File: src/rtl/mem_bus_arbiter.sv
// Shares one AXI4 master port between instruction fetch (read-only) and data access
// (read/write) with two-way round-robin arbitration and a REQ/ACK pipeline handshake.
module mem_bus_arbiter #(
  parameter int C_M_AXI_ADDR_WIDTH = 32,
  parameter int C_M_AXI_DATA_WIDTH = 32
) (
  input  logic                          ACLK,
  input  logic                          ARESETN,
  input  logic                          I_REQ,
  input  logic [C_M_AXI_ADDR_WIDTH-1:0] I_ADDR,
  output logic                          I_ACK,
  input  logic                          D_REQ,
  input  logic                          D_WE,
  input  logic [C_M_AXI_ADDR_WIDTH-1:0] D_ADDR,
  input  logic [C_M_AXI_DATA_WIDTH-1:0] D_WDATA,
  output logic                          D_ACK,
  output logic [C_M_AXI_DATA_WIDTH-1:0] RDATA,
  output logic                          ERR,
  output logic [C_M_AXI_ADDR_WIDTH-1:0] M_AXI_ARADDR,
  output logic                          M_AXI_ARVALID,
  input  logic                          M_AXI_ARREADY,
  input  logic [C_M_AXI_DATA_WIDTH-1:0] M_AXI_RDATA,
  input  logic [1:0]                    M_AXI_RRESP,
  input  logic                          M_AXI_RVALID,
  output logic                          M_AXI_RREADY,
  output logic [C_M_AXI_ADDR_WIDTH-1:0] M_AXI_AWADDR,
  output logic                          M_AXI_AWVALID,
  input  logic                          M_AXI_AWREADY,
  output logic [C_M_AXI_DATA_WIDTH-1:0] M_AXI_WDATA,
  output logic                          M_AXI_WVALID,
  input  logic                          M_AXI_WREADY,
  input  logic [1:0]                    M_AXI_BRESP,
  input  logic                          M_AXI_BVALID,
  output logic                          M_AXI_BREADY
);

  typedef enum logic [2:0] {S_IDLE, S_AR, S_R, S_AW_W, S_B, S_DONE} state_t;

  state_t r_state;
  state_t w_next;

  logic r_last_d;
  logic r_grant_d;
  logic r_aw_done;
  logic r_w_done;
  logic r_err;
  logic [C_M_AXI_DATA_WIDTH-1:0] r_rdata;
  logic [C_M_AXI_ADDR_WIDTH-1:0] r_araddr;
  logic [C_M_AXI_ADDR_WIDTH-1:0] r_awaddr;
  logic [C_M_AXI_DATA_WIDTH-1:0] r_wdata;

  logic w_any_req;
  logic w_pick_d;
  logic w_ar_hs;
  logic w_aw_hs;
  logic w_w_hs;
  logic w_aw_ok;
  logic w_w_ok;

  // On a tie the requester not served last wins; r_last_d resets low so D goes first.
  assign w_any_req = I_REQ | D_REQ;
  assign w_pick_d  = D_REQ & (~I_REQ | ~r_last_d);

  assign M_AXI_ARVALID = (r_state == S_AR);
  assign M_AXI_RREADY  = (r_state == S_R);
  assign M_AXI_AWVALID = (r_state == S_AW_W) & ~r_aw_done;
  assign M_AXI_WVALID  = (r_state == S_AW_W) & ~r_w_done;
  assign M_AXI_BREADY  = (r_state == S_B);
  assign M_AXI_ARADDR  = r_araddr;
  assign M_AXI_AWADDR  = r_awaddr;
  assign M_AXI_WDATA   = r_wdata;

  assign w_ar_hs = M_AXI_ARVALID & M_AXI_ARREADY;
  assign w_aw_hs = M_AXI_AWVALID & M_AXI_AWREADY;
  assign w_w_hs  = M_AXI_WVALID & M_AXI_WREADY;
  assign w_aw_ok = r_aw_done | w_aw_hs;
  assign w_w_ok  = r_w_done | w_w_hs;

  assign I_ACK = (r_state == S_DONE) & ~r_grant_d;
  assign D_ACK = (r_state == S_DONE) & r_grant_d;
  assign RDATA = r_rdata;
  assign ERR   = r_err;

  always_ff @(posedge ACLK or negedge ARESETN) begin
    if (!ARESETN) r_state <= S_IDLE;
    else          r_state <= w_next;
  end

  always_comb begin
    w_next = r_state;
    case (r_state)
      S_IDLE: if (w_any_req) w_next = (w_pick_d && D_WE) ? S_AW_W : S_AR;
      S_AR:   if (w_ar_hs) w_next = S_R;
      S_R:    if (M_AXI_RVALID) w_next = S_DONE;
      S_AW_W: if (w_aw_ok && w_w_ok) w_next = S_B;
      S_B:    if (M_AXI_BVALID) w_next = S_DONE;
      S_DONE: w_next = S_IDLE;
      default: w_next = S_IDLE;
    endcase
  end

  always_ff @(posedge ACLK or negedge ARESETN) begin
    if (!ARESETN) begin
      r_last_d  <= 1'b0;
      r_grant_d <= 1'b0;
      r_aw_done <= 1'b0;
      r_w_done  <= 1'b0;
      r_err     <= 1'b0;
      r_rdata   <= '0;
      r_araddr  <= '0;
      r_awaddr  <= '0;
      r_wdata   <= '0;
    end else begin
      case (r_state)
        S_IDLE: begin
          if (w_any_req) begin
            r_grant_d <= w_pick_d;
            r_last_d  <= w_pick_d;
            r_aw_done <= 1'b0;
            r_w_done  <= 1'b0;
            if (w_pick_d && D_WE) begin
              r_awaddr <= D_ADDR;
              r_wdata  <= D_WDATA;
            end else begin
              r_araddr <= w_pick_d ? D_ADDR : I_ADDR;
            end
          end
        end
        S_R: begin
          if (M_AXI_RVALID) begin
            r_rdata <= M_AXI_RDATA;
            r_err   <= |M_AXI_RRESP;
          end
        end
        // AW and W complete independently; each VALID drops after its own handshake.
        S_AW_W: begin
          if (w_aw_hs) r_aw_done <= 1'b1;
          if (w_w_hs)  r_w_done  <= 1'b1;
        end
        S_B: begin
          if (M_AXI_BVALID) r_err <= |M_AXI_BRESP;
        end
        default: begin
        end
      endcase
    end
  end

endmodule
File: config.mk
export PLATFORM = sky130hd
export DESIGN_NAME = mem_bus_arbiter
export DESIGN_NICKNAME = d
export VERILOG_FILES = /design/src/rtl/mem_bus_arbiter.sv
export SDC_FILE = /design/constraint.sdc
export NUM_CORES = 1
export LEC_CHECK = 0
export CORE_MARGIN = 4
export CORE_UTILIZATION = 37
export CTS_BUF_LIST = sky130_fd_sc_hd__clkbuf_8
export CTS_CLUSTER_SIZE = 30
export DETAILED_ROUTE_END_ITERATION = 7
export PLACE_DENSITY = 0.76
export SYNTH_ARGS = -nofsm -noshare
export SYNTH_HDL_FRONTEND = slang
export SYNTH_SLANG_ARGS = --single-unit
File: constraint.sdc
create_clock -name ACLK -period 1.7 [get_ports ACLK]
set_clock_uncertainty 0.15 [all_clocks]
set_input_delay 0.425 -clock ACLK [delete_from_list [all_inputs] [get_ports ACLK]]
set_output_delay 0.425 -clock ACLK [all_outputs]
set_load 0.02 [all_outputs]
* Word-level counts from Yosys, hierarchy flattened
Cells that the tools add are included.
** Word-level totals
- Bits of input ports :: 142
- Flip-flop bits (word level) :: 135
- Output and inout bits :: 136
** Cells by class
- Bitwise operators :: 17
- Eq/ne operators :: 12
- Reductions and logical operators :: 15
- Multiplexer cells :: 16
** Operator list (number)
- two-way mux 32 bit :: 1
- two-way mux 3 bit :: 5
- case mux 3 bit (5 select lines) :: 1
- AND reduction 3 bit :: 5
- != test 2 bit (second input constant) :: 5
- bitwise AND 1 bit :: 8
- equality test 3 x 2 -> 1 bit (second input constant) :: 2
- equality test 3 bit (second input constant) :: 2
- case mux 1 bit (2 select lines) :: 3
- two-way mux 1 bit :: 5
- NOT 1 bit :: 5
- AND reduction 5 bit :: 1
- != test 2 x 1 -> 1 bit (second input constant) :: 2
- bitwise OR 1 bit :: 4
- AND reduction 2 bit :: 2
- nonzero test 2 bit :: 2
- OR reduction 2 bit :: 2
- equality test 3 x 1 -> 1 bit (second input constant) :: 1
- zero test 3 bit :: 1
- logical AND 1 bit :: 2
- two-way mux 2 bit :: 1

* Longest topological paths before layout
Gate-level depths: netlist (run 1).
- Depth in word-level cells :: 7
- Mapped depth :: 5
- Mapped depth without buffers :: 3

* Worst setup path after synthesis (run 1)
Ideal clock, no wire load.
- Path kind :: register -> output
- Start point :: reg r_state[0]
- End point :: out M_AXI_ARVALID
- Cell stages (with the launch flop) :: 4
- Slack :: -0.173 ns
- Required time :: 1.125 ns
- Data arrival time :: 1.298 ns
- Path buffers :: 1
- Cells stage by stage :: dfrtp_1 -> clkbuf_1 -> nor2b_1 -> nor2b_1
** On the way
- Longest elaborated chain between the ends :: 1
** RTL lines
- start, declared :: RTL line 39 : state_t r_state;
- start signal, assigned :: RTL line 86 : else r_state <= w_next;
- equality test 3 x 1 -> 1 bit :: RTL line 64 : assign M_AXI_ARVALID = (r_state == S_AR);
- end, declared :: RTL line 20 : output logic M_AXI_ARVALID,
No other way between the ends.

* Worst setup path in the final report (run 1)
- Start point :: reg r_state[1]
- End point :: out D_ACK
** On the way
- Longest elaborated chain between the ends :: 2
** RTL lines
- equality test 3 bit :: RTL line 80 : assign D_ACK = (r_state == S_DONE) & r_grant_d;
- bitwise AND 1 bit :: RTL line 80
- end, declared :: RTL line 16 : output logic D_ACK,
No other way between the ends.

==> results.py, run 1 <==
metrics = {
    "drt": {
        "num_vias": 4810,
        "wl_per_cell_um": 22.1,
        "drtAntennaViolNets": 0,
        "drt-pass1-iter-count": 4,
        "drc": 0,
        "wl_um": 20300,
        "avgViaCountPerCell": 5.24,
        "drtIter0Drc": 274,
    },
    "floorplan": {
        "die_height_um": 130,
        "boundaryPins": 278,
        "initial_core_util_pct": 37.8,
        "row_count": 44,
        "die_w_um": 130,
        "die_area_um2": 16900,
        "core-area_um2": 14500,
    },
    "critical_path": {
        "cp.arrival_ns": 1.44,
        "end_kind": "primary output",
        "cp_common_cell": "buf_6",
        "start_kind": "register",
        "critPathMaxStageDelay_ns": 0.45,
        "worstRegToRegCells": 8,
        "slowest_stage": "dfrtp_2",
        "path_class": "reg2out",
        "r2r_end": "M_AXI_ARADDR[13]",
        "cp_top_family": "flip-flops",
        "rr_startpoint": "r_state[1]",
        "r2r_slack_ns": -0.30,
        "path_depth": 4,
        "critPathMaxFanout": 4,
        "worst-path-buf-inv": 2,
        "cp.required_ns": 1.12,
        "path_cells": "buf_6, nor2b_4, and3_4, buf_6",
    },
    "pwr": {
        "switching_power_mw": 7.10,
        "sequentialPowerShare_pct": 30.6,
        "p_leak_nw": 4.58,
        "combPwrFrac_pct": 52.7,
        "p_clk_share_pct": 16.7,
        "power.share.switching_pct": 37.5,
        "power.internal_mw": 11.8,
        "ir_drop_mv": 1.02,
        "p_per_area_nw_per_um2": 1910,
    },
    "sta": {
        "min_period_over_period_pct": 118,
        "timing.final.ws_setup_ns": -0.314,
        "whs_ns": 0.314,
        "grt_setup_unrepaired": "yes",
        "fin_crit_ns": 2.01,
        "hold_violations": 0,
        "maxSlewHeadroom_pct": 65.5,
        "setup_violations": 139,
        "drv_slew": 0,
        "max_freq_mhz": 496,
        "worst_pin_slew_ns": 0.504,
        "fin_setup_tns_ns": -28.32,
    },
    "logic_synthesis": {
        "synthCells": 375,
        "synth_flop_cell": "dfrtp_1",
        "synth_nets": 517,
        "yosys.area.top_type": "dfrtp_1",
        "avgSynthCellArea_um2": 14.6,
        "syn-cell-area_um2": 5490,
        "ys_ff_latch": 135,
        "synth_top_area_share_pct": 61.5,
        "yosys_warnings": 0,
        "netlist_top_cells_area": "dfrtp_1, mux2_1, mux2_2",
        "synth_edf_count": 0,
        "synth-async-reset-ratio_pct": 100,
        "synth_seq_area_share_pct": 61.5,
        "yosysUniqueCellTypes": 34,
    },
    "cts": {
        "clock_latency_ns": 0.44,
        "cts_buffer_depth": 2,
        "cts-root-buf": "clkbuf_8",
        "cts_htree_levels": 4,
        "cts_buffers": 17,
        "cts_tree": "done",
        "numClockSinks": 135,
        "path_clk_slew_ns": 0.07,
    },
    "status": {
        "failed_checks": "setup timing",
        "status": "finished with violations",
    },
    "global_route": {
        "antenna_found_initial": 0,
        "grt_busiest_layer": "met2",
        "grt_use_total_pct": 22.3,
        "grt_max_degree": 38,
        "grt_pass1_vias": 5191,
        "grt_util_met2_pct": 37.8,
        "grtUsageMet3_pct": 7.70,
        "grt_pass1_wl_um": 28800,
        "overflow": 0,
        "grtUsageMet1_pct": 27.3,
    },
    "placed_design": {
        "gp_congestion": 0.807,
        "place_ws_ns": -0.537,
        "hpwl_um": 12700,
        "dp_cells": 845,
        "io_buffers": 277,
    },
    "layout": {
        "diodes": 0,
        "fillers": 1093,
        "final_util_pct": 68.2,
        "fin_cells": 918,
        "drive_gt1_share_pct": 53.4,
        "area_growth_pct": 80.6,
        "nets": 863,
    },
    "run": {
        "cap_viol_max_count": 0,
    },
    "min_path": {
        "hp-class": "in2async",
    },
}
==> synth_stat cells, drive strengths merged, types with 2 or more instances <==
cell type / n
buf: 15
nand3b: 5
mux2i: 2
nor2: 13
a21oi: 6
mux2: 97
nor3: 3
a2bb2oi: 32
clkbuf: 13
nor2b: 2
dfrtp: 135
nand2b: 2
o32ai: 32
nand3: 2
==> layout make-up <==
type	count	area, um2	area share, %
Sequential cell	135	3380	34.1
Timing Repair Buffer	355	3280	33.1
Multi-Input combinational cell	211	2550	25.7
Clock buffer	20	275	2.78
Tap cell	184	230	2.32
Clock inverter	12	198	1.99
Inverter	1	3.75	0.0378
==> registers in the layout (all words and copies together), names as in the netlist <==
signal	flops
M_AXI_ARADDR	32
r_aw_done	1
M_AXI_WDATA	32
M_AXI_AWADDR	32
r_w_done	1
r_state	3
RDATA	32
ERR	1
r_grant_d	1
==> stage by stage <==
step	power, mW	area (um2)
3_5_place_dp	14.6	8790
2_1_floorplan	9.85	5500
3_3_place_gp	14.4	8790
5_1_grt	19.8	9920
4_1_cts	18.7	10000
6_report	18.9	9920
==> cells by family (layout without fill, tap and decap cells) <==
family	after synthesis	in the layout	synth area share (%)
flops	135	135	61.5
compound gates	77	77	12.0
mux	99	99	20.3
simple gates	35	35	3.76
buf+inv	29	388	2.46
==> placed cells by master (no fill, tap or decap), drive strengths merged, types with 3 or more instances in the layout <==
cell           count
buf              198
clkdlybuf4s50    140
dfrtp            135
mux2              97
o32ai             32
a2bb2oi           32
clkbuf            26
nor2              13
clkdlybuf4s15     10
a21oi              6
nand3b             5
bufinv             5
clkinv             4
nor3               3
inv                3
==> per-layer routing <==
layer	wire length, um	vias up
met1	7950	2418
met4	423	0
met3	1860	37
li1	-	2124
met2	10000	231
met5	0	-
==> worst max-delay path by stage <==
| stage | from | end | slack, ns |
|---|---|---|---|
| 6_report | r_state[1] | D_ACK | -0.31 |
| 5_1_grt | r_state[1] | M_AXI_WVALID | -0.37 |
| 4_1_cts | r_state[1] | D_ACK | -0.32 |
| 3_5_place_dp | I_REQ | M_AXI_ARADDR[7] | -0.54 |
| 3_3_place_gp | I_REQ | M_AXI_ARADDR[28] | -0.47 |
| 2_1_floorplan | r_state[0] | ERR | -0.1 |
==> timing repair <==
action                                  in CTS  in global routing
buffers inserted                            20                  8
endpoints found under the setup margin     267                233
resized for setup                          530                184
pin swaps                                    5                  8
gates cloned                                 8                  8
hold endpoints to repair                    31                  0
hold buffers                                 1                  0
==> power by group through the flow <==
stage / logic [mW] / registers [mW] / clock network (mW)
CTS: 9.76 / 5.77 / 3.22
detailed placement: 8.84 / 5.76 / 0
global route: 10.5 / 5.97 / 3.35
floorplan: 2.32 / 7.53 / 0
finish: 9.97 / 5.79 / 3.16
global placement: 8.69 / 5.67 / 0
Power figures use the tool's default switching activity.
==> inputs of run 2 (changes only) <==
- SKIP_LAST_GASP: default -> 1
==> results.py, run 2 (synthesis gave the netlist of run 1 again) <==
metrics = {
    "status": {
        "status": "finished with violations",
        "failed_checks": "setup timing",
    },
    "sta": {
        "worst_pin_slew_ns": 0.436,
        "fin_crit_ns": 2.02,
        "grt_setup_unrepaired": "yes",
        "min_period_over_period_pct": 119,
        "timing.final.ws_setup_ns": -0.324,
        "setup_violations": 139,
        "hold_violations": 0,
        "drv_slew": 0,
        "max_freq_mhz": 494,
        "maxSlewHeadroom_pct": 70.8,
        "whs_ns": 0.312,
    },
    "pwr": {
        "sequentialPowerShare_pct": 30.7,
        "ir_drop_mv": 0.989,
        "p_leak_nw": 4.55,
        "finalPower_mw": 18.8,
        "power.internal_mw": 11.7,
        "combPwrFrac_pct": 52.5,
        "p_clk_share_pct": 16.8,
        "power.share.switching_pct": 37.9,
        "p_per_area_nw_per_um2": 1910,
        "switching_power_mw": 7.12,
    },
    "critical_path": {
        "start_kind": "register",
        "critical_path.startpoint": "r_state[1]",
        "cp.required_ns": 1.12,
        "r2r_end": "M_AXI_ARADDR[25]",
        "critPathMaxFanout": 4,
        "end_kind": "primary output",
        "cp.arrival_ns": 1.45,
        "worstRegToRegCells": 8,
        "path_class": "reg2out",
        "r2r_slack_ns": -0.29,
        "rr_startpoint": "r_state[1]",
    },
    "layout": {
        "area_growth_pct": 79.8,
        "mostFrequentLayoutCell": "clkdlybuf4s50_1",
        "fin_cells": 919,
        "most-common-layout-cells": "clkdlybuf4s50_1, dfrtp_1, buf_2, mux2_4, mux2_2",
        "nets": 864,
        "drive_gt1_share_pct": 53.6,
        "fillers": 1084,
        "final_util_pct": 67.9,
        "diodes": 0,
    },
    "cts": {
        "numClockSinks": 135,
        "cts-root-buf": "clkbuf_8",
        "path_clk_slew_ns": 0.08,
        "clock_latency_ns": 0.44,
        "cts_tree": "done",
        "cts_buffers": 17,
        "cts_buffer_depth": 2,
        "cts_htree_levels": 4,
    },
    "floorplan": {
        "die_area_um2": 16900,
        "boundaryPins": 278,
        "die_w_um": 130,
        "die_height_um": 130,
        "core-area_um2": 14500,
        "row_count": 44,
        "initial_core_util_pct": 37.8,
    },
    "global_route": {
        "grtUsageMet3_pct": 8.47,
        "grt_busiest_layer": "met2",
        "antenna_found_initial": 0,
        "grt_use_total_pct": 22.2,
        "grtUsageMet1_pct": 26.4,
        "grt_max_degree": 38,
        "grt_pass1_vias": 5225,
        "grt_pass1_wl_um": 28600,
        "overflow": 0,
        "grt_util_met2_pct": 37.9,
    },
    "placed_design": {
        "io_buffers": 277,
        "gp_congestion": 0.807,
        "dp_cells": 845,
        "hpwl_um": 12700,
    },
    "min_path": {
        "hp-class": "in2async",
    },
    "drt": {
        "drtAntennaViolNets": 0,
        "wl_um": 20400,
        "drtIter0Drc": 256,
        "drt-pass1-iter-count": 4,
        "num_vias": 4786,
        "drc": 0,
        "wl_per_cell_um": 22.1,
        "avgViaCountPerCell": 5.21,
    },
    "run": {
        "cap_viol_max_count": 0,
    },
}
[run 2: critical path, stage by stage, from the launching register on]
cell and delay, ns:
dfrtp_2 0.45, buf_6 0.14, nor2b_4 0.13, and3_4 0.19
buf_6 0.11
[run 2: layout make-up]
class	instances	area [um2]	share of cell area [%]
clock buffer	20	275	2.79
clock inverter	12	198	2.00
inverter	1	3.75	0.0380
multi-input combinational	211	2510	25.5
sequential	135	3380	34.2
tap	184	230	2.33
timing repair buffer	356	3270	33.1
[run 2: power by group through the flow]
stage	Combinational (mW)	Sequential (mW)	Clock (mW)
final	9.89	5.78	3.16
after global routing	10.4	5.95	3.37
after CTS	9.49	5.75	3.22
after detailed placement	8.84	5.76	0
after global placement	8.69	5.67	0
after floorplan	2.32	7.53	0
[run 2: worst max-delay path by stage]
stage,cells after the start,end
finish,4,D_ACK
CTS,4,D_ACK
detailed placement,6,M_AXI_ARADDR[7]
floorplan,3,ERR
global placement,6,M_AXI_ARADDR[28]
global route,4,M_AXI_RREADY
[run 2: what timing repair did]
action / 4_1_cts / 5_1_grt
hold endpoints to repair: 31 / 0
cloned: 8 / 8
setup buffers: 20 / 9
setup endpoints to repair: 267 / 241
resized for setup: 501 / 210
hold buffers: 1 / 0
pin swaps: 3 / 11
[run 2: per-layer routing]
metal	part of all wire, %	wire (um)
met1	39	7970
met2	49	10000
met3	9.9	2010
met4	1.6	333
met5	0	0
[run 2: metrics by stage]
step           worst slack [ns]  TNS, ns  area, um2
2_1_floorplan           -0.0953   -0.368       5500
3_3_place_gp             -0.469   -54.95       8790
3_5_place_dp             -0.537   -58.33       8790
4_1_cts                  -0.326   -30.82       9910
5_1_grt                  -0.404   -36.57       9880
6_report                 -0.324   -28.66       9880
